<file path="src/rtl/writer_pkg.sv">
// Shared types and constants for the SDRAM element writer and its companion reader.
package writer_pkg;

  typedef enum logic [1:0] {
    IDLE,
    WRITE,
    DONE
  } wr_state_t;

  typedef enum logic [1:0] {
    R_IDLE,
    R_READ,
    R_DONE
  } rd_state_t;

  // The SDRAM port is 16 bits wide, so each 32-bit dword takes two beats.
  localparam int HW_PER_DWORD = 2;

  function automatic int hw_per_elem(input int ndwords);
    return HW_PER_DWORD * ndwords;
  endfunction

endpackage

</file>
<file path="src/rtl/writer_if.sv">
// Avalon-MM master port bundle used by the element writer.
interface writer_if;
  import writer_pkg::*;

  logic        avm_m0_write;
  logic        avm_m0_read;
  logic [31:0] avm_m0_address;
  logic [15:0] avm_m0_writedata;
  logic [1:0]  avm_m0_byteenable;
  logic [15:0] avm_m0_readdata;
  logic        avm_m0_readdatavalid;
  logic        avm_m0_waitrequest;

  modport master (
    output avm_m0_write, avm_m0_read, avm_m0_address, avm_m0_writedata, avm_m0_byteenable,
    input  avm_m0_readdata, avm_m0_readdatavalid, avm_m0_waitrequest
  );

  modport slave (
    input  avm_m0_write, avm_m0_read, avm_m0_address, avm_m0_writedata, avm_m0_byteenable,
    output avm_m0_readdata, avm_m0_readdatavalid, avm_m0_waitrequest
  );

endinterface

</file>
<file path="src/rtl/writer_elem_fifo.sv">
// Small in-order request queue; storage is left unreset, only pointers and count reset.
module elem_fifo
  import writer_pkg::*;
#(
  parameter int WIDTH = 8,
  parameter int DEPTH = 2
) (
  input  logic             clk,
  input  logic             reset,
  input  logic             push,
  input  logic             pop,
  input  logic [WIDTH-1:0] din,
  output logic [WIDTH-1:0] dout,
  output logic             full,
  output logic             empty
);

  localparam int AW = $clog2(DEPTH);

  logic [WIDTH-1:0] mem [DEPTH];
  logic [AW-1:0]    wr_ptr;
  logic [AW-1:0]    rd_ptr;
  logic [AW:0]      count;
  logic             push_ok;
  logic             pop_ok;

  assign push_ok = push && !full;
  assign pop_ok  = pop && !empty;
  assign full    = (count == (AW+1)'(DEPTH));
  assign empty   = (count == '0);
  assign dout    = mem[rd_ptr];

  always_ff @(posedge clk) begin
    if (push_ok) mem[wr_ptr] <= din;
  end

  always_ff @(posedge clk or posedge reset) begin
    if (reset) begin
      wr_ptr <= '0;
      rd_ptr <= '0;
      count  <= '0;
    end else begin
      if (push_ok) wr_ptr <= wr_ptr + 1'b1;
      if (pop_ok)  rd_ptr <= rd_ptr + 1'b1;
      count <= count + (AW+1)'(push_ok) - (AW+1)'(pop_ok);
    end
  end

endmodule

</file>
<file path="src/rtl/writer.sv">
// Queues {index, element} write requests and bursts each element to SDRAM as 16-bit beats.
module writer
  import writer_pkg::*;
#(
  parameter  int NDWORDS    = 9,
  parameter  int FIFO_DEPTH = 2,
  localparam int ELEMSZ     = 32 * NDWORDS
) (
  input  logic              clk,
  input  logic              reset,
  input  logic [31:0]       baseaddr,
  input  logic [31:0]       index,
  input  logic [ELEMSZ-1:0] data,
  input  logic              write,
  output logic              iready,
  output logic              wdone,
  output logic [31:0]       widx,
  output logic              idle,
  writer_if.master          avm
);

  localparam int          NBEATS = hw_per_elem(NDWORDS);
  localparam int          BW     = $clog2(NBEATS);
  localparam int          QW     = 32 + ELEMSZ;
  localparam logic [31:0] STRIDE = 32'(4 * NDWORDS);

  wr_state_t         state;
  wr_state_t         state_nxt;
  logic              fifo_full;
  logic              fifo_empty;
  logic              push;
  logic              pop;
  logic              advance;
  logic [QW-1:0]     q_head;
  logic [31:0]       head_idx;
  logic [ELEMSZ-1:0] head_data;
  logic [ELEMSZ-1:0] elem_sr;
  logic [31:0]       idx_r;
  logic [31:0]       addr_r;
  logic [BW-1:0]     beat;
  logic              unused_ok;

  assign push = write && !fifo_full;
  assign {head_idx, head_data} = q_head;

  elem_fifo #(
    .WIDTH(QW),
    .DEPTH(FIFO_DEPTH)
  ) u_fifo (
    .clk   (clk),
    .reset (reset),
    .push  (push),
    .pop   (pop),
    .din   ({index, data}),
    .dout  (q_head),
    .full  (fifo_full),
    .empty (fifo_empty)
  );

  always_ff @(posedge clk or posedge reset) begin
    if (reset) state <= IDLE;
    else       state <= state_nxt;
  end

  always_comb begin
    state_nxt = state;
    pop       = 1'b0;
    advance   = 1'b0;
    case (state)
      IDLE: begin
        if (!fifo_empty) begin
          pop       = 1'b1;
          state_nxt = WRITE;
        end
      end
      WRITE: begin
        if (!avm.avm_m0_waitrequest) begin
          advance = 1'b1;
          if (beat == BW'(NBEATS - 1)) state_nxt = DONE;
        end
      end
      DONE:    state_nxt = IDLE;
      default: state_nxt = IDLE;
    endcase
  end

  // The element is consumed low halfword first by shifting right one halfword per accepted beat.
  always_ff @(posedge clk or posedge reset) begin
    if (reset) begin
      elem_sr <= '0;
      idx_r   <= '0;
      addr_r  <= '0;
      beat    <= '0;
    end else if (pop) begin
      elem_sr <= head_data;
      idx_r   <= head_idx;
      addr_r  <= baseaddr + head_idx * STRIDE;
      beat    <= '0;
    end else if (advance) begin
      elem_sr <= elem_sr >> 16;
      addr_r  <= addr_r + 32'd2;
      beat    <= beat + 1'b1;
    end
  end

  assign avm.avm_m0_write      = (state == WRITE);
  assign avm.avm_m0_read       = 1'b0;
  assign avm.avm_m0_address    = addr_r;
  assign avm.avm_m0_writedata  = elem_sr[15:0];
  assign avm.avm_m0_byteenable = 2'b11;

  assign wdone  = (state == DONE);
  assign widx   = idx_r;
  assign iready = !fifo_full;
  assign idle   = fifo_empty && (state == IDLE);

  assign unused_ok = ^{avm.avm_m0_readdata, avm.avm_m0_readdatavalid};

endmodule

</file>
<file path="src/flat_wrapper.sv">
// flat-port wrapper written by rule: the top's interface ports become plain ports
module writer_flat import writer_pkg::*;
#(
  parameter  int NDWORDS    = 9,
  parameter  int FIFO_DEPTH = 2,
  localparam int ELEMSZ     = 32 * NDWORDS
)
  (clk, reset, baseaddr, index, data, write, iready, wdone, widx, idle, avm_avm_m0_write, avm_avm_m0_read, avm_avm_m0_address, avm_avm_m0_writedata, avm_avm_m0_byteenable, avm_avm_m0_readdata, avm_avm_m0_readdatavalid, avm_avm_m0_waitrequest);
  writer_if avm_i ();
  input  logic clk;
  input  logic reset;
  input  logic [31:0] baseaddr;
  input  logic [31:0] index;
  input  logic [ELEMSZ-1:0] data;
  input  logic write;
  output logic iready;
  output logic wdone;
  output logic [31:0] widx;
  output logic idle;
  output wire logic [$bits(avm_i.avm_m0_write)-1:0] avm_avm_m0_write;
  output wire logic [$bits(avm_i.avm_m0_read)-1:0] avm_avm_m0_read;
  output wire logic [$bits(avm_i.avm_m0_address)-1:0] avm_avm_m0_address;
  output wire logic [$bits(avm_i.avm_m0_writedata)-1:0] avm_avm_m0_writedata;
  output wire logic [$bits(avm_i.avm_m0_byteenable)-1:0] avm_avm_m0_byteenable;
  input wire logic [$bits(avm_i.avm_m0_readdata)-1:0] avm_avm_m0_readdata;
  input wire logic [$bits(avm_i.avm_m0_readdatavalid)-1:0] avm_avm_m0_readdatavalid;
  input wire logic [$bits(avm_i.avm_m0_waitrequest)-1:0] avm_avm_m0_waitrequest;
  assign avm_avm_m0_write = avm_i.avm_m0_write;
  assign avm_avm_m0_read = avm_i.avm_m0_read;
  assign avm_avm_m0_address = avm_i.avm_m0_address;
  assign avm_avm_m0_writedata = avm_i.avm_m0_writedata;
  assign avm_avm_m0_byteenable = avm_i.avm_m0_byteenable;
  assign avm_i.avm_m0_readdata = avm_avm_m0_readdata;
  assign avm_i.avm_m0_readdatavalid = avm_avm_m0_readdatavalid;
  assign avm_i.avm_m0_waitrequest = avm_avm_m0_waitrequest;
  writer #(.NDWORDS(NDWORDS), .FIFO_DEPTH(FIFO_DEPTH)) u_core (.clk(clk), .reset(reset), .baseaddr(baseaddr), .index(index), .data(data), .write(write), .iready(iready), .wdone(wdone), .widx(widx), .idle(idle), .avm(avm_i));
endmodule
</file>
<file path="config.mk">
export PLATFORM = sky130hd
export DESIGN_NAME = writer_flat
export DESIGN_NICKNAME = d
export VERILOG_FILES = /design/src/rtl/writer_pkg.sv /design/src/rtl/writer_if.sv /design/src/rtl/writer_elem_fifo.sv /design/src/rtl/writer.sv /design/src/flat_wrapper.sv
export SDC_FILE = /design/constraint.sdc
export NUM_CORES = 1
export LEC_CHECK = 0
export ABC_AREA = 1
export BUFFER_PORTS_ARGS = -buffer_cell sky130_fd_sc_hd__buf_4
export CAP_MARGIN = 20
export CORE_ASPECT_RATIO = 0.9
export CORE_UTILIZATION = 56
export DETAILED_ROUTE_END_ITERATION = 16
export PLACE_DENSITY = 0.79
export SLEW_MARGIN = 20
export SYNTH_ARGS = -nofsm -noshare
export SYNTH_HDL_FRONTEND = slang
export SYNTH_HIERARCHICAL = 1
export SYNTH_SLANG_ARGS = --single-unit
</file>
<file path="constraint.sdc">
create_clock -name clk -period 36.4 [get_ports clk]
set_input_delay 3.64 -clock clk [delete_from_list [all_inputs] [get_ports clk]]
set_output_delay 3.64 -clock clk [all_outputs]
set_load 0.03 [all_outputs]
</file>
==> flow_summary.toml <==
[outcome]
status = "complete, no violations"

[worst_setup_path]
reg2reg_depth = 24
reg2reg_slack_ps = 30150
arrival_ps = 7090
start_kind = "input port"
cp.required_ps = 36680
rr_endpoint = "u_core/avm.avm_m0_address[25]"
reg2reg_from = "u_core/u_fifo/rd_ptr"
critPathKind = "input port to flip-flop"
crit_path_end_kind = "flip-flop"
worstPathMaxFanout = 96

[sta]
max_slew.worst_pin.slew_ps = 1070
hold_ws_ps = 469
slew_headroom_pct = 28.4
fin_tns_setup_ps = 0
min_period_ps = 6820
drv_slew = 0
clock.fmax_mhz = 147
hold_violations = 0
rsz0062_at_grt = "no"
skew_ps = 59.3
setup_viol = 0
period_share_pct = 18.7

[logic_synthesis]
synthFlopType = "edfxtp_1"
synth_seq_cells = 1003
yosysMostFrequentCell = "nand2_1"
avgSynthCellArea_um2 = 10.5
synth_area_leaders = "edfxtp_1 (44%), dfrtp_1 (21%), nand2_1 (14%)"
synth_commonest_cells = "nand2_1 (1648), edfxtp_1 (640), inv_1 (428)"
seq_area_frac_synth_pct = 65.0
yosysWarnings = 6
async_reset_ff_share_pct = 36.2
synth_top_cell_by_area = "edfxtp_1"
netlist_instances = 4145
synth_top_area_share_pct = 44.1
synth_edf_count = 640
yosysUniqueCellTypes = 50
netlist_area_um2 = 43600

[cells_and_area]
drive_gt1_share_pct = 13.9
final-instance-count-excl-fill = 5629
fillerInstances = 5752
area_growth_pct = 15.9
fin_util_pct = 65.9
nNetsFinal = 4970

[drt]
drt_wl_total_um = 112000
wl_met1_um = 45000
wl_met3_um = 9360
vias = 31300
drt-wirelength-per-cell_um = 19.9
dr.pass1.iters = 5
drtAntennaViolNets = 0
dr.max_layer_used = "met5"
drc = 0
met2_length_um = 53800
drtIter0Drc = 3106
viasPerCell = 5.56

[worst_hold_path]
hold_path_startpoint = "u_core/u_fifo/wr_ptr"
hp-class = "flip-flop to flip-flop"
whs_path_depth = 2
hold_end = "u_core/u_fifo/wr_ptr"

[global_routing]
grt_use_total_pct = 28.3
grt-ovfl-total = 0
antenna_found_initial = 15
grt_first_pass_wirelength_um = 170000
grt_max_degree = 183
grt_pass1_vias = 29900

[die]
coreArea_um2 = 76600
die_w_um = 296
die_h_um = 267
die_area_um2 = 78900
num_rows = 96
ioPinCount = 460
initial_core_util_pct = 56.8

[placement]
port_buffers = 439
post-dp-hpwl_um = 72600
gp_congestion = 0.963
place_inst = 5437

[power]
leakage_nw = 22.1
power_density_nw_per_um2 = 97.1
ir_drop_uv = 51.0
power_mw = 4.90

[run]
drv_cap = 0

[cts]
holdBufCountCts = 0
cts_resized = 0
clock_sinks = 1003
h-tree-depth = 3
clk_latency_ps = 670
cts_tree = "done"
cts-buffers-inserted = 98
path_clk_slew_ps = 60
cts.path.max_buffers = 3
clock-root-buffer = "clkbuf_16"
post_cts_buffers = 0
layer usage:
metal | up-vias | GRT usage [%]
met3 | 215 | 4.50
met4 | 16 | 10.0
met5 | - | 0
met2 | 1348 | 45.8
met1 | 15100 | 38.9
li1 | 14600 | -
stage by stage:
step                worst slack, ps  area, um^2
global placement              28870       47200
floorplan                     18270       43600
detailed placement            28840       47200
global route                  29330       50500
finish                        29580       50500
CTS                           29550       50500
sequential cells by signal (all words and copies together), names as in the netlist:
name	count
u_core/state	2
u_core/u_fifo/rd_ptr	1
u_core/u_fifo/count	2
u_core/avm.avm_m0_address	32
u_core/u_fifo/wr_ptr	1
u_core/widx	32
u_core/elem_sr	288
u_core/u_fifo/mem	640
u_core/beat	5
how the worst max path moves through the flow:
| stage | start | endpoint | cells past startpoint |
|---|---|---|---|
| finish | write | u_core/u_fifo/mem[0][48] | 8 |
| global route | write | u_core/u_fifo/mem[1][28] | 8 |
| CTS | write | u_core/u_fifo/mem[1][57] | 8 |
| detailed placement | write | u_core/u_fifo/mem[1][69] | 8 |
| global placement | write | u_core/u_fifo/mem[1][85] | 8 |
| floorplan | write | u_core/u_fifo/mem[1][0] | 4 |
placed cells by master, fill, tap and decap left out, drive strengths merged, types with 3 or more instances in the layout:
cell,netlist,final
inv,433,435
a21o,7,7
o211ai,18,18
xor2,21,21
buf,157,466
and2,3,3
conb,2,3
edfxtp,640,640
nand3b,4,4
dfrtp,363,363
o22ai,4,4
a31oi,8,8
clkinv,0,28
clkinvlp,0,3
nand2,1654,1654
nor4,5,5
xnor2,19,19
o21bai,13,13
diode,0,7
o221ai,251,251
nor3,30,30
nand4,17,17
ha,87,87
bufinv,0,7
o21ai,88,88
nand3,80,80
nor2,106,106
a21oi,74,74
clkbuf,47,145
cells by family after synthesis:
| logic type | count (synthesis) | synth area share, % |
|---|---|---|
| other | 2 | 0.0172 |
| AO/OA/AOI/OAI | 473 | 7.93 |
| buffers and inverters | 637 | 6.55 |
| flip-flops | 1003 | 65.0 |
| XOR/XNOR | 40 | 0.804 |
| AND/OR/NAND/NOR | 1901 | 17.1 |
| adder cells (fa/ha/maj) | 89 | 2.59 |
power breakdown:
part           internal, mW  total, mW  switching [mW]
Sequential             1.58       1.70           0.125
Clock                 0.581       1.01           0.431
Combinational         0.677       2.18            1.51
Total                  2.84       4.90            2.06
worst max-delay path, cell delays in order:
cell	delay (ps)
buf_4	70
inv_1	30
nor2_1	110
nand3_1	210
inv_8	560
buf_4	820
buf_4	650
buf_4	790
cell type report:
class | count | area [um^2] | area share [%]
sequential | 1003 | 28300 | 56.1
multi-input combinational | 2506 | 12400 | 24.6
timing repair buffer | 466 | 3510 | 6.96
clock buffer | 145 | 2760 | 5.47
inverter | 433 | 1660 | 3.29
tap | 1029 | 1290 | 2.55
clock inverter | 40 | 513 | 1.02
antenna | 7 | 17.5 | 0.0347
No activity file was read; power rests on OpenSTA's default activity.
